### config.mk
export PLATFORM = sky130hd
export DESIGN_NAME = lm07_read_sequencer
export DESIGN_NICKNAME = d
export VERILOG_FILES = /design/src/rtl/lm07_pkg.sv /design/src/rtl/lm07_sck_gen.sv /design/src/rtl/lm07_read_sequencer.sv
export SDC_FILE = /design/constraint.sdc
export NUM_CORES = 1
export LEC_CHECK = 0
export BUFFER_PORTS_ARGS = -buffer_cell sky130_fd_sc_hd__buf_2
export CAP_MARGIN = 20
export CORE_ASPECT_RATIO = 2
export CORE_MARGIN = 4
export CORE_UTILIZATION = 45
export CTS_CLUSTER_SIZE = 12
export DETAILED_ROUTE_END_ITERATION = 10
export PLACE_DENSITY = 0.73
export REMOVE_ABC_BUFFERS = 1
export SLEW_MARGIN = 20
export SYNTH_ARGS = -nofsm -noshare
export SYNTH_HDL_FRONTEND = slang
export SYNTH_SLANG_ARGS = --single-unit
export TNS_END_PERCENT = 5
### constraint.sdc
create_clock -name clk -period 1.95 [get_ports clk]
set_input_delay 0.195 -clock clk [delete_from_list [all_inputs] [get_ports clk]]
set_output_delay 0.195 -clock clk [all_outputs]
set_load 0.005 [all_outputs]
### src/rtl/lm07_pkg.sv
// Shared types and frame-field positions for the LM07 SPI read path.
package lm07_pkg;

  typedef enum logic [2:0] {
    IDLE  = 3'd0,
    SETUP = 3'd1,
    SHIFT = 3'd2,
    HOLD  = 3'd3,
    GAP   = 3'd4
  } lm07_state_e;

  localparam int FRAME_BITS = 16;
  localparam int INT_MSB    = 15;
  localparam int INT_LSB    = 7;
  localparam int FRAC_MSB   = 6;
  localparam int FRAC_LSB   = 5;

  localparam logic [4:0] LOW_ONES = 5'b11111;

  // The sensor always returns ones below the quarter-degree bits.
  function automatic logic frame_bad(input logic [FRAME_BITS-1:0] raw);
    return raw[FRAC_LSB-1:0] != LOW_ONES;
  endfunction

endpackage

### src/rtl/lm07_sck_gen.sv
// Half-period counter for the sensor serial clock; sck idles low while disabled.
module lm07_sck_gen #(
  parameter int CLK_DIV = 4
) (
  input  logic clk,
  input  logic rst_n,
  input  logic en,
  output logic sck,
  output logic rise,
  output logic fall
);

  localparam int HW = (CLK_DIV > 1) ? $clog2(CLK_DIV) : 1;
  localparam logic [HW-1:0] HALF_LAST = HW'(CLK_DIV - 1);

  logic [HW-1:0] half_cnt_q, half_cnt_d;
  logic          sck_q, sck_d;
  logic          half_end;

  always_comb begin
    half_end   = en && (half_cnt_q == HALF_LAST);
    half_cnt_d = '0;
    sck_d      = 1'b0;
    if (en) begin
      half_cnt_d = half_end ? '0 : half_cnt_q + 1'b1;
      sck_d      = sck_q ^ half_end;
    end
  end

  // rise/fall flag the edge that will drive the new sck level.
  assign rise = half_end && !sck_q;
  assign fall = half_end && sck_q;
  assign sck  = sck_q;

  always_ff @(posedge clk or negedge rst_n) begin
    if (!rst_n) begin
      half_cnt_q <= '0;
      sck_q      <= 1'b0;
    end else begin
      half_cnt_q <= half_cnt_d;
      sck_q      <= sck_d;
    end
  end

endmodule

### src/rtl/lm07_read_sequencer.sv
// LM07 read sequencer: on-demand or timed SPI frames, publishes the signed
// integer temperature with a one-cycle strobe.
module lm07_read_sequencer
  import lm07_pkg::*;
#(
  parameter int CLK_DIV       = 4,
  parameter int CS_SETUP      = 2,
  parameter int CS_GAP        = 4,
  parameter int SAMPLE_PERIOD = 1000
) (
  input  logic        clk,
  input  logic        rst_n,
  input  logic        ena,
  input  logic        start,
  input  logic        auto_en,
  input  logic        sio,
  output logic        cs_n,
  output logic        sck,
  output logic        busy,
  output logic        temp_valid,
  output logic [15:0] temp_raw,
  output logic [8:0]  temp_int,
  output logic [1:0]  temp_frac,
  output logic        frame_err
);

  localparam int CMAX = (CS_SETUP > CLK_DIV) ? ((CS_SETUP > CS_GAP) ? CS_SETUP : CS_GAP)
                                             : ((CLK_DIV > CS_GAP) ? CLK_DIV : CS_GAP);
  localparam int CW   = $clog2(CMAX + 1);
  localparam int TW   = $clog2(SAMPLE_PERIOD + 1);

  localparam logic [CW-1:0] SETUP_LAST = CW'(CS_SETUP - 1);
  localparam logic [CW-1:0] HOLD_LAST  = CW'(CLK_DIV - 1);
  localparam logic [CW-1:0] GAP_LAST   = CW'(CS_GAP - 1);
  localparam logic [TW-1:0] TIMER_LAST = TW'(SAMPLE_PERIOD - 1);
  localparam logic [3:0]    LAST_BIT   = 4'(FRAME_BITS - 1);

  lm07_state_e           state_q, state_d;
  logic [CW-1:0]         cnt_q, cnt_d;
  logic [3:0]            bit_cnt_q, bit_cnt_d;
  logic [FRAME_BITS-1:0] shreg_q, shreg_d;
  logic [TW-1:0]         timer_q, timer_d;
  logic                  pend_q, pend_d;
  logic                  cs_n_q, cs_n_d;
  logic                  busy_q, busy_d;
  logic                  temp_valid_q, temp_valid_d;
  logic [15:0]           temp_raw_q, temp_raw_d;
  logic [8:0]            temp_int_q, temp_int_d;
  logic [1:0]            temp_frac_q, temp_frac_d;
  logic                  frame_err_q, frame_err_d;
  logic                  accept, hold_exit, timer_wrap;
  logic                  sck_rise, sck_fall;

  lm07_sck_gen #(.CLK_DIV(CLK_DIV)) u_sck_gen (
    .clk  (clk),
    .rst_n(rst_n),
    .en   (state_q == SHIFT),
    .sck  (sck),
    .rise (sck_rise),
    .fall (sck_fall)
  );

  always_comb begin
    state_d    = state_q;
    cnt_d      = cnt_q;
    bit_cnt_d  = bit_cnt_q;
    shreg_d    = shreg_q;
    timer_d    = timer_q;
    pend_d     = pend_q;
    accept     = 1'b0;
    hold_exit  = 1'b0;
    timer_wrap = 1'b0;

    if (!auto_en) begin
      timer_d = '0;
    end else if (ena) begin
      timer_wrap = (timer_q == TIMER_LAST);
      timer_d    = timer_wrap ? '0 : timer_q + 1'b1;
    end

    case (state_q)
      IDLE: begin
        if (ena && (start || pend_q)) begin
          accept  = 1'b1;
          state_d = SETUP;
          cnt_d   = '0;
        end
      end
      SETUP: begin
        if (cnt_q == SETUP_LAST) begin
          state_d   = SHIFT;
          cnt_d     = '0;
          bit_cnt_d = '0;
        end else begin
          cnt_d = cnt_q + 1'b1;
        end
      end
      SHIFT: begin
        if (sck_rise) shreg_d = {shreg_q[FRAME_BITS-2:0], sio};
        // A bit period ends on its falling edge.
        if (sck_fall) begin
          if (bit_cnt_q == LAST_BIT) begin
            state_d = HOLD;
            cnt_d   = '0;
          end else begin
            bit_cnt_d = bit_cnt_q + 1'b1;
          end
        end
      end
      HOLD: begin
        if (cnt_q == HOLD_LAST) begin
          hold_exit = 1'b1;
          state_d   = GAP;
          cnt_d     = '0;
        end else begin
          cnt_d = cnt_q + 1'b1;
        end
      end
      GAP: begin
        if (cnt_q == GAP_LAST) begin
          state_d = IDLE;
          cnt_d   = '0;
        end else begin
          cnt_d = cnt_q + 1'b1;
        end
      end
      default: state_d = IDLE;
    endcase

    // A wrap coinciding with an accepted start is absorbed into that frame.
    if (accept)                                       pend_d = 1'b0;
    else if (timer_wrap || (start && state_q != IDLE)) pend_d = 1'b1;

    cs_n_d       = !(state_d == SETUP || state_d == SHIFT || state_d == HOLD);
    busy_d       = (state_d != IDLE);
    temp_valid_d = hold_exit;
    temp_raw_d   = hold_exit ? shreg_q : temp_raw_q;
    temp_int_d   = hold_exit ? shreg_q[INT_MSB:INT_LSB] : temp_int_q;
    temp_frac_d  = hold_exit ? shreg_q[FRAC_MSB:FRAC_LSB] : temp_frac_q;
    frame_err_d  = hold_exit ? frame_bad(shreg_q) : frame_err_q;
  end

  always_ff @(posedge clk or negedge rst_n) begin
    if (!rst_n) begin
      state_q      <= IDLE;
      cnt_q        <= '0;
      bit_cnt_q    <= '0;
      shreg_q      <= '0;
      timer_q      <= '0;
      pend_q       <= 1'b0;
      cs_n_q       <= 1'b1;
      busy_q       <= 1'b0;
      temp_valid_q <= 1'b0;
      temp_raw_q   <= '0;
      temp_int_q   <= '0;
      temp_frac_q  <= '0;
      frame_err_q  <= 1'b0;
    end else begin
      state_q      <= state_d;
      cnt_q        <= cnt_d;
      bit_cnt_q    <= bit_cnt_d;
      shreg_q      <= shreg_d;
      timer_q      <= timer_d;
      pend_q       <= pend_d;
      cs_n_q       <= cs_n_d;
      busy_q       <= busy_d;
      temp_valid_q <= temp_valid_d;
      temp_raw_q   <= temp_raw_d;
      temp_int_q   <= temp_int_d;
      temp_frac_q  <= temp_frac_d;
      frame_err_q  <= frame_err_d;
    end
  end

  assign cs_n       = cs_n_q;
  assign busy       = busy_q;
  assign temp_valid = temp_valid_q;
  assign temp_raw   = temp_raw_q;
  assign temp_int   = temp_int_q;
  assign temp_frac  = temp_frac_q;
  assign frame_err  = frame_err_q;

endmodule

After elaboration in Yosys (flattened, before gate mapping). Cells that the tools add are included.

Memory bits (read-only): 0. Latch bits: 0. Flip-flop bits (word level): 71. Input bits: 6. RAM bits: 0. Word-level logic and storage cells: 91. Memories kept: 0. Output and inout port bits: 32.

Equal/unequal tests: 19. Bitwise gates (word level): 1. Reductions and logical operators: 21. Shift operators: 0. Divide/modulo/power cells: 0. $mul: 0. $lt $le $gt $ge: 0. Add/sub/neg operators: 4. Muxes and demuxes: 31.

Operators by type and width (count): $mux W3 (11); $mux W10 (3); $eq A3 B2 Y1 const B (5); $pmux W3 S5 (1); $mux W4 (3); $ne A2 B2 Y1 const B (6); $pmux W3 S4 (1); $add A10 B1 Y10 const B (1); $eq A10 B10 Y1 const B (1); $eq A3 B1 Y1 const B (3); $mux W1 (9); $pmux W4 S2 (1); $reduce_and A4 Y1 (2); $reduce_bool A3 Y1 (2); $logic_and A1 B1 Y1 (5); $ne A5 B5 Y1 const B (1); $add A4 B1 Y4 const B (1); $eq A4 B4 Y1 const B (1); $logic_or A1 B1 Y1 (4); $mux W2 (2); $reduce_bool A2 Y1 (2); $reduce_bool A4 Y1 (1); $add A3 B1 Y3 const B (1); $eq A3 B3 Y1 const B (1); 7 further kinds (8).

Longest topological paths before layout. Gate-level depths: netlist of run 1.

Depth after elaboration: 9. Gate-level depth with buffers: 9. Mapped depth without buffers: 8.

Modules after synthesis. From an unflattened synthesis of run 1, not the netlist that was laid out.

Cells, all modules: 238. Area total of the unflattened synthesis: 2835.2 µm².

Modules (own cells, without submodules): lm07_read_sequencer (sequential area each 1427.6 µm², cells an instance 227, times used 1, area an instance 2700.1 µm²); lm07_sck_gen (sequential area each 75.1 µm², cells an instance 11, times used 1, area an instance 135.1 µm²).

Worst setup path after synthesis of run 1. Ideal clock, no wire load.

Path kind: reg-to-reg. Start point: register state_q[0]. End point: register bit_cnt_q[3]. Period minus slack after synthesis: 1910 ps. Library setup time: 78 ps. Data required time: 1872 ps. Setup slack: 40 ps. Arrival: 1832 ps. Cell stages (with the launch flop): 10. Buffers on the path: 1. Path through: dfrtp_1 -> buf_2 -> inv_2 -> and3_4 -> and2_1 -> ha_1 -> and4bb_1 -> a22oi_1 -> or3_1 -> a21boi_1.

Word-level cells in the longest chain between the ends: 5. Elaborated cells on any way between the ends: 10. Those cells by class: eq/ne: 5; mux: 1; reduce/logical: 4.

Ends and longest elaborated chain: start: declaration (RTL line lm07_read_sequencer.sv:38) `lm07_state_e state_q, state_d;`; start signal: assignment (RTL line lm07_read_sequencer.sv:159) `state_q <= state_d;`; $eq A3 B2 Y1 (RTL line lm07_read_sequencer.sv:57, lm07_read_sequencer.sv:81); $logic_and A1 B1 Y1 (RTL line lm07_sck_gen.sv:21) `half_end = en && (half_cnt_q == HALF_LAST);`; $logic_and A1 B1 Y1 (RTL line lm07_sck_gen.sv:32) `assign fall = half_end && sck_q;`; $ne A2 B2 Y1 (no source line); $reduce_and A4 Y1 (no source line); end signal: assignment (RTL line lm07_read_sequencer.sv:161) `bit_cnt_q <= bit_cnt_d;`; end: declaration (RTL line lm07_read_sequencer.sv:40) `logic [3:0] bit_cnt_q, bit_cnt_d;`.

Several ways; a longest one is shown, not always the timed one. A chain may end at the register's enable or synchronous reset.

Worst setup path after layout of run 1. Ends and elaborated chain as after synthesis.

==> impl_metrics.tcl, run 1 <==
set metrics [dict create \
    status "complete, no violations" \
    rsz0062_at_grt "true" \
    cp-end-kind "flip-flop" \
    whs_ns 0.0955 \
    die_area_um2 7850 \
    utilization 0.552 \
    die_w_um 64.7 \
    finClkSkew_ns 0.00369 \
    cp.required_ns 2.20 \
    synth_edf_count 0 \
    dpl.hpwl_mm 3.89 \
    cts.sink_count 60 \
    fillers 569 \
    layout_common_cells "59 x dfrtp_1, 37 x buf_2, 18 x nand2_1, 16 x mux2_2" \
    track_usage 0.151 \
    grt_pass1_vias 1952 \
    dr.pass1.iters 4 \
    syn_area_um2 2890 \
    cts.htree.levels 3 \
    hold_viol_final 0 \
    layoutNonFillerInstCount 372 \
    diodes 0 \
    cts_tree "built" \
    antenna_found_initial 0 \
    die_h_um 121 \
    final_area_um2 3450 \
    post_dp_cell_area_um2 3110 \
    cap_viol_max_count 0 \
    numCtsBuffers 9 \
    fin_crit_ns 1.85 \
    hold_class "primary input to flip-flop" \
    reg2regPathDepth 8 \
    drt_wl_total_mm 5.32 \
    area_growth_pct 19.4 \
    cts_buffer_depth 2 \
    cp-start-kind "flip-flop" \
    seq_area_frac_synth 0.520 \
    ir_worst_vdd_v 0.000579 \
    avgRoutedWirePerCell_um 14.3 \
    place_inst 355 \
    min_path_cells 2 \
    r2r_setup_slack_ns 0.1 \
    cp.arrival_ns 2.10 \
    drv_slew 0 \
    tns_ns 0 \
    setup-violations-final 0 \
    grt_pass1_wl_mm 8.94 \
    worst-path-max-fanout 5 \
    initial_core_util 0.462 \
    overflow 0 \
    num_rows 41 \
    portBuffers 37 \
    p_leak_uw 0.00169 \
    fmax_ghz 0.539 \
    synth.distinct_cells 54 \
    ys_async_sr_fraction 1.00 \
    antenna_left 0 \
    timing.critical_path.to "bit_cnt_q[3]" \
    synth_seq_cells 60 \
    layout.nets 296 \
    power_density_nw_per_um2 862 \
    via_per_inst 5.26 \
    clkLatencyLatePin_ns 0.32 \
    timing.rr.end "bit_cnt_q[3]" \
    core-area_um2 6260 \
    clkSlewWorstSetupHoldPaths_ns 0.05 \
    finalCritPeriodShare 0.951 \
    startpoint "state_q[0]" \
    num_io_pins 38 \
    layout-drive-gt1-share 0.332 \
    drt_iter0_drc 90 \
    tightest_slew_ns 0.378 \
    layout_commonest_cell "dfrtp_1" \
    place.gp.congestion 0.794 \
    syn_area_per_cell_um2 11.8 \
    clockRootBuffer "clkbuf_16" \
    r2r-start "state_q[0]" \
    synth_flop_cell "dfrtp_1" \
    grt_max_degree 54 \
    yosysWarnings 0 \
    drc 0 \
    critPathKind "flip-flop to flip-flop" \
    synthCells 245 \
    vias 1955 \
    worst_slew_margin_rel 0.747 \
]
critical path, stage by stage, from the launching register on:
cell	delay, ns
dfrtp_1	0.39
inv_2	0.07
and3_4	0.19
and2_1	0.15
ha_1	0.16
and4bb_1	0.23
a22oi_2	0.09
or3_1	0.37
a21boi_1	0.14
power breakdown:
group | internal (uW) | switching, uW | total [uW]
sequential | 1260 | 8.42 | 1260
clock | 1140 | 512 | 1660
combinational | 17.1 | 40.5 | 57.6
total | 2420 | 560 | 2980
metrics by stage:
step           power, uW  setup slack (ns)
6_report            2980            0.0954
5_1_grt             3100          -0.00140
4_1_cts             3030            0.0423
3_5_place_dp        1340            0.0604
3_3_place_gp        1340             0.112
2_1_floorplan       1300           -0.0120
final cells by class:
class,instances,area (um^2),share of cell area
Sequential cell,60,1500,0.435
Multi-Input combinational cell,152,1200,0.348
Timing Repair Buffer,45,273,0.0790
Clock buffer,11,243,0.0703
Tap cell,86,108,0.0312
Clock inverter,5,75.1,0.0217
Inverter,13,48.8,0.0141
worst min-delay path by stage:
stage,to,from,slack (ns)
floorplan,bit_cnt_q[0],rst_n,-0.10
global placement,bit_cnt_q[3],rst_n,0.06
detailed placement,bit_cnt_q[2],rst_n,0.06
CTS,shreg_q[0],sio,0.08
global route,shreg_q[0],sio,0.1
finish,shreg_q[0],sio,0.1
routing by layer:
layer,routed length [um],track usage
met5,0,0
met2,2870,0.264
met1,2010,0.153
met4,159,0.0927
met3,277,0.0482
sequential cells by signal, indices dropped and copies added (netlist names):
signal,cells
cnt_q,3
pend_q,1
frame_err,1
u_sck_gen.half_cnt_q,2
temp_valid,1
temp_raw,16
shreg_q,16
cs_n,1
timer_q,10
bit_cnt_q,4
state_q,3
busy,1
u_sck_gen.sck,1
synthesized netlist by cell type, types with 5 or more instances:
master / instances / area share
mux2_2: 16 / 0.062
mux2_4: 10 / 0.052
a21oi_1: 7 / 0.012
dfrtp_1: 59 / 0.51
mux2_1: 6 / 0.023
nand2_1: 18 / 0.023
o21ai_0: 7 / 0.012
ha_1: 9 / 0.039
or3_1: 5 / 0.011
nor2_1: 7 / 0.0091
buf_2: 6 / 0.010
inv_1: 10 / 0.013
buf_4: 11 / 0.029
nand3_1: 8 / 0.014
logic make-up (layout without fill, tap and decap cells):
family | after synthesis | after routing | synth area share
flip-flops | 60 | 60 | 0.520
AND/OR/NAND/NOR | 69 | 69 | 0.135
AO/OA/AOI/OAI | 40 | 40 | 0.0952
buffers and inverters | 33 | 74 | 0.0675
multiplexers | 32 | 32 | 0.138
adder cells (fa/ha/maj) | 9 | 9 | 0.0390
XOR/XNOR | 2 | 2 | 0.00606
repair_timing:
action                                 CTS  global route
setup endpoints to repair                0             2
buffers inserted                         0             0
hold buffers                             1             0
resized for setup                        0             2
endpoints found under the hold margin    7             0
Power figures use the tool's default switching activity.
==> inputs of run 2 (changes only) <==
--- a/config.mk
+++ b/config.mk
@@ -10,6 +10,7 @@
 export CORE_ASPECT_RATIO = 2
 export CORE_MARGIN = 4
 export CORE_UTILIZATION = 45
+export CTS_BUF_LIST = sky130_fd_sc_hd__clkbuf_4 sky130_fd_sc_hd__clkbuf_8
 export CTS_CLUSTER_SIZE = 12
 export DETAILED_ROUTE_END_ITERATION = 10
 export PLACE_DENSITY = 0.73
==> impl_metrics.tcl, run 2 (same netlist as run 1, synthesis figures left out) <==
set metrics [dict create \
    status "complete, no violations" \
    grt_max_degree 54 \
    avgRoutedWirePerCell_um 14.3 \
    layout_commonest_cell "dfrtp_1" \
    vias 1953 \
    grt_pass1_vias 1943 \
    dpl.hpwl_mm 3.89 \
    hold_class "primary input to flip-flop" \
    cp.required_ns 2.22 \
    cts_tree "built" \
    p_leak_uw 0.00165 \
    portBuffers 37 \
    via_per_inst 5.25 \
    core-area_um2 6260 \
    diodes 0 \
    path_cells "inv_2 -> and3_4 -> and2_1 -> ha_1 -> and4bb_1 -> a22oi_2 -> or3_1 -> a21boi_1" \
    drt_wl_total_mm 5.34 \
    cpLargestDelayFamily "simple AND/OR/NAND/NOR gates" \
    switchingPower_uw 512 \
    post_cts_buffers 0 \
    finClkSkew_ns 0.00557 \
    cts_buffer_depth 2 \
    comb_power_share 0.023 \
    overflow 0 \
    die_area_um2 7850 \
    layout-drive-gt1-share 0.336 \
    numCtsBuffers 9 \
    place_inst 355 \
    area_growth_pct 16.1 \
    p_int_uw 2030 \
    slowest_delay_ns 0.39 \
    layoutNonFillerInstCount 372 \
    pwr-share-seq 0.496 \
    cp-end-kind "flip-flop" \
    clkSlewWorstSetupHoldPaths_ns 0.06 \
    grt_pass1_wl_mm 8.88 \
    worst_slew_margin_rel 0.729 \
    drc 0 \
    track_usage 0.150 \
    layout.nets 296 \
    cts.htree.levels 3 \
    layout_common_cells "59 x dfrtp_1, 37 x buf_2, 18 x nand2_1, 16 x mux2_2" \
    antenna_left 0 \
    critPathKind "flip-flop to flip-flop" \
    dr.pass1.iters 4 \
    tightest_slew_ns 0.406 \
    cp-start-kind "flip-flop" \
    die_w_um 64.7 \
    r2r_setup_slack_ns 0.08 \
    drt_iter0_drc 72 \
    place.gp.congestion 0.794 \
    setup-violations-final 0 \
    fin_crit_ns 1.87 \
    slowest_stage "dfrtp_1" \
    num_rows 41 \
    power_density_nw_per_um2 758 \
    finalCritPeriodShare 0.958 \
    fmax_ghz 0.535 \
    cts.sink_count 60 \
    cap_viol_max_count 0 \
    clkLatencyLatePin_ns 0.33 \
    drv_slew 0 \
    ir_worst_vdd_v 0.000513 \
    path_buf_inv 1 \
    switching_share 0.201 \
    hold_viol_final 0 \
    clkPwrFrac 0.482 \
    cp.arrival_ns 2.13 \
    clockRootBuffer "clkbuf_8" \
    die_h_um 121 \
    antenna_found_initial 0 \
    worst-path-max-fanout 5 \
    initial_core_util 0.462 \
    utilization 0.536 \
    num_io_pins 38 \
]
==> run 2: worst paths after layout <==
path	startpoint	endpoint	cells past startpoint
setup / recovery	state_q[0]	bit_cnt_q[3]	8
hold reg to reg	u_sck_gen.half_cnt_q[0]	u_sck_gen.half_cnt_q[0]	1
hold / removal	sio	shreg_q[0]	2
max in group asynchronous	rst_n	cs_n	3
min in group asynchronous	rst_n	bit_cnt_q[2]	2
setup reg to reg	state_q[0]	bit_cnt_q[3]	8
==> run 2: final cells by class <==
type | count | area (um^2)
Timing Repair Buffer | 45 | 273
Multi-Input combinational cell | 152 | 1200
Fill cell | 583 | 2900
Sequential cell | 60 | 1500
Inverter | 13 | 48.8
Tap cell | 86 | 108
Clock buffer | 11 | 145
Clock inverter | 5 | 75.1
==> run 2: power groups by stage <==
stage | clock network (uW) | registers (uW) | logic, uW
after floorplan | 0 | 1280 | 15.0
after global placement | 0 | 1280 | 56.8
after detailed placement | 0 | 1280 | 59.1
after CTS | 1270 | 1260 | 60.3
after global routing | 1330 | 1260 | 66.5
final | 1230 | 1260 | 57.5
==> run 2: timing repair <==
item / in CTS / in global routing
endpoints found under the hold margin: 7 / 0
resized for setup: 0 / 2
endpoints found under the setup margin: 0 / 2
hold buffers: 1 / 0
==> run 2: worst register-to-register path, stage by stage (launching register included) <==
cell and delay (ns):
dfrtp_1 0.39, inv_2 0.07, and3_4 0.19, and2_1 0.15, ha_1 0.16, and4bb_1 0.23, a22oi_2 0.10, or3_1 0.38
a21boi_1 0.14
==> run 2: through the flow <==
stage,setup slack (ns),total power [uW],hold slack [ns],area (um^2),setup TNS [ns]
after floorplan,-0.0120,1300,-0.101,2740,-0.0120
after global placement,0.112,1340,0.0612,3110,0
after detailed placement,0.0604,1340,0.0625,3110,0
after CTS,0.0408,2590,0.0562,3340,0
after global routing,-0.0105,2650,0.0735,3350,-0.0105
final,0.0818,2540,0.0807,3350,0
==> run 2: metal layers <==
| layer | vias up | part of all wire | global-route usage |
|---|---|---|---|
| met5 | - | 0 | 0 |
| met2 | 52 | 0.54 | 0.264 |
| met1 | 960 | 0.39 | 0.152 |
| met4 | 0 | 0.024 | 0.0874 |
| li1 | 929 | - | - |
| met3 | 12 | 0.045 | 0.0463 |
==> inputs of run 3 (changes only) <==
--- a/config.mk
+++ b/config.mk
@@ -10,11 +10,12 @@
 export CORE_ASPECT_RATIO = 2
 export CORE_MARGIN = 4
 export CORE_UTILIZATION = 45
-export CTS_BUF_LIST = sky130_fd_sc_hd__clkbuf_4 sky130_fd_sc_hd__clkbuf_8
+export CTS_BUF_LIST = sky130_fd_sc_hd__clkbuf_16
 export CTS_CLUSTER_SIZE = 12
 export DETAILED_ROUTE_END_ITERATION = 10
 export PLACE_DENSITY = 0.73
 export REMOVE_ABC_BUFFERS = 1
+export SETUP_SLACK_MARGIN = 0.5
 export SLEW_MARGIN = 20
 export SYNTH_ARGS = -nofsm -noshare
 export SYNTH_HDL_FRONTEND = slang
==> impl_metrics.tcl, run 3 (same netlist as run 1, synthesis figures left out) <==
set metrics [dict create \
    status "complete, no violations" \
    antenna_left 0 \
    comb_power_share 0.020 \
    drt_wl_total_mm 5.49 \
    antenna_found_initial 0 \
    switchingPower_uw 559 \
    regArea_um2 1500 \
    worst_slew_margin_rel 0.747 \
    clkSlewWorstSetupHoldPaths_ns 0.05 \
    power_uw 2930 \
    place_inst 355 \
    tightest_slew_ns 0.379 \
    layout_commonest_cell "dfrtp_1" \
    grt_pass1_wl_mm 9.07 \
    core-area_um2 6260 \
    clkPwrFrac 0.549 \
    whs_ns 0.0958 \
    clkLatencyLatePin_ns 0.32 \
    area_growth_pct 21.2 \
    hold_class "primary input to flip-flop" \
    numCtsBuffers 9 \
    fin_crit_ns 1.78 \
    p_int_uw 2370 \
    vias 1956 \
    layout_common_cells "59 x dfrtp_1, 37 x buf_2, 18 x nand2_1, 16 x mux2_2, 11 x inv_1" \
    die_w_um 64.7 \
    drc 0 \
    switching_share 0.191 \
    cts_buffer_depth 2 \
    dr.pass1.iters 4 \
    worst-path-max-fanout 5 \
    layout.nets 301 \
    power_density_nw_per_um2 837 \
    hold_viol_final 0 \
    p_leak_uw 0.00171 \
    drt_iter0_drc 85 \
    overflow 0 \
    critPathKind "flip-flop to flip-flop" \
    layoutNonFillerInstCount 377 \
    clockRootBuffer "clkbuf_16" \
    initial_core_util 0.462 \
    setup-violations-final 0 \
    num_rows 41 \
    tns_ns 0 \
    grt_pass1_vias 1963 \
    avgRoutedWirePerCell_um 14.6 \
    num_io_pins 38 \
    cp-start-kind "flip-flop" \
    cap_viol_max_count 0 \
    cp-end-kind "flip-flop" \
    cp.arrival_ns 2.03 \
    ir_worst_vdd_v 0.000578 \
    drv_slew 0 \
    fmax_ghz 0.561 \
    finClkSkew_ns 0.00364 \
    dpl.hpwl_mm 3.89 \
    cp.required_ns 2.20 \
    portBuffers 37 \
    die_area_um2 7850 \
    die_h_um 121 \
    finalCritPeriodShare 0.914 \
    via_per_inst 5.19 \
    fillers 562 \
    diodes 0 \
    cts.htree.levels 3 \
    rsz0062_at_grt "true" \
    cts.sink_count 60 \
    pwr-share-seq 0.431 \
    grt_max_degree 54 \
    place.gp.congestion 0.794 \
    track_usage 0.154 \
    multi_input_area_um2 1230 \
    cts_tree "built" \
    layout-drive-gt1-share 0.354 \
]
[run 3: what timing repair did]
item / 4_1_cts / 5_1_grt
pin swaps: 6 / 9
endpoints found under the hold margin: 7 / 0
endpoints found under the setup margin: 53 / 53
gates resized for setup: 5 / 3
cloned: 0 / 0
hold buffers: 1 / 0
setup buffers: 2 / 3
[run 3: routing by layer]
metal  global-route usage  wire [um]
met1                0.156       2130
met2                0.272       2990
met3               0.0473        241
met4               0.0874        124
met5                    0          0
[run 3: area by class of cell]
type,instances,area share
flip-flops and latches,60,0.429
multi-input cells,152,0.350
repair buffers,50,0.0886
clock buffers,9,0.0643
well taps,86,0.0307
clock inverters,7,0.0236
inverters,13,0.0139
[run 3: final timing paths]
path	from	to	slack, ns	cells after the start
setup reg to reg	state_q[0]	bit_cnt_q[2]	0.17	8
setup / recovery	state_q[0]	bit_cnt_q[2]	0.17	8
hold reg to reg	u_sck_gen.half_cnt_q[0]	u_sck_gen.half_cnt_q[0]	0.44	1
hold / removal	sio	shreg_q[0]	0.1	2
min in group asynchronous	rst_n	bit_cnt_q[2]	0.26	2
max in group asynchronous	rst_n	cs_n	1.10	3
[run 3: worst max-delay path: stages, from the launching register on]
cell      delay, ns
dfrtp_1        0.39
inv_2          0.07
and3_4         0.18
and2_4         0.15
ha_4           0.12
and4bb_1       0.22
a22oi_2        0.09
or3_1          0.33
a21boi_1       0.14
[run 3: stage by stage]
stage	cell area [um^2]	util	setup WS, ns
2_1_floorplan	2740	-	-0.0120
3_3_place_gp	3110	0.498	0.112
3_5_place_dp	3110	0.498	0.0604
4_1_cts	3470	0.555	0.155
5_1_grt	3500	0.560	0.0676
6_report	3500	0.560	0.167
[run 3: power by group through the flow]
stage	combinational, uW	sequential (uW)	clock, uW
2_1_floorplan	15.0	1280	0
3_3_place_gp	56.8	1280	0
3_5_place_dp	59.1	1280	0
4_1_cts	60.4	1260	1660
5_1_grt	66.6	1260	1720
6_report	57.8	1260	1610
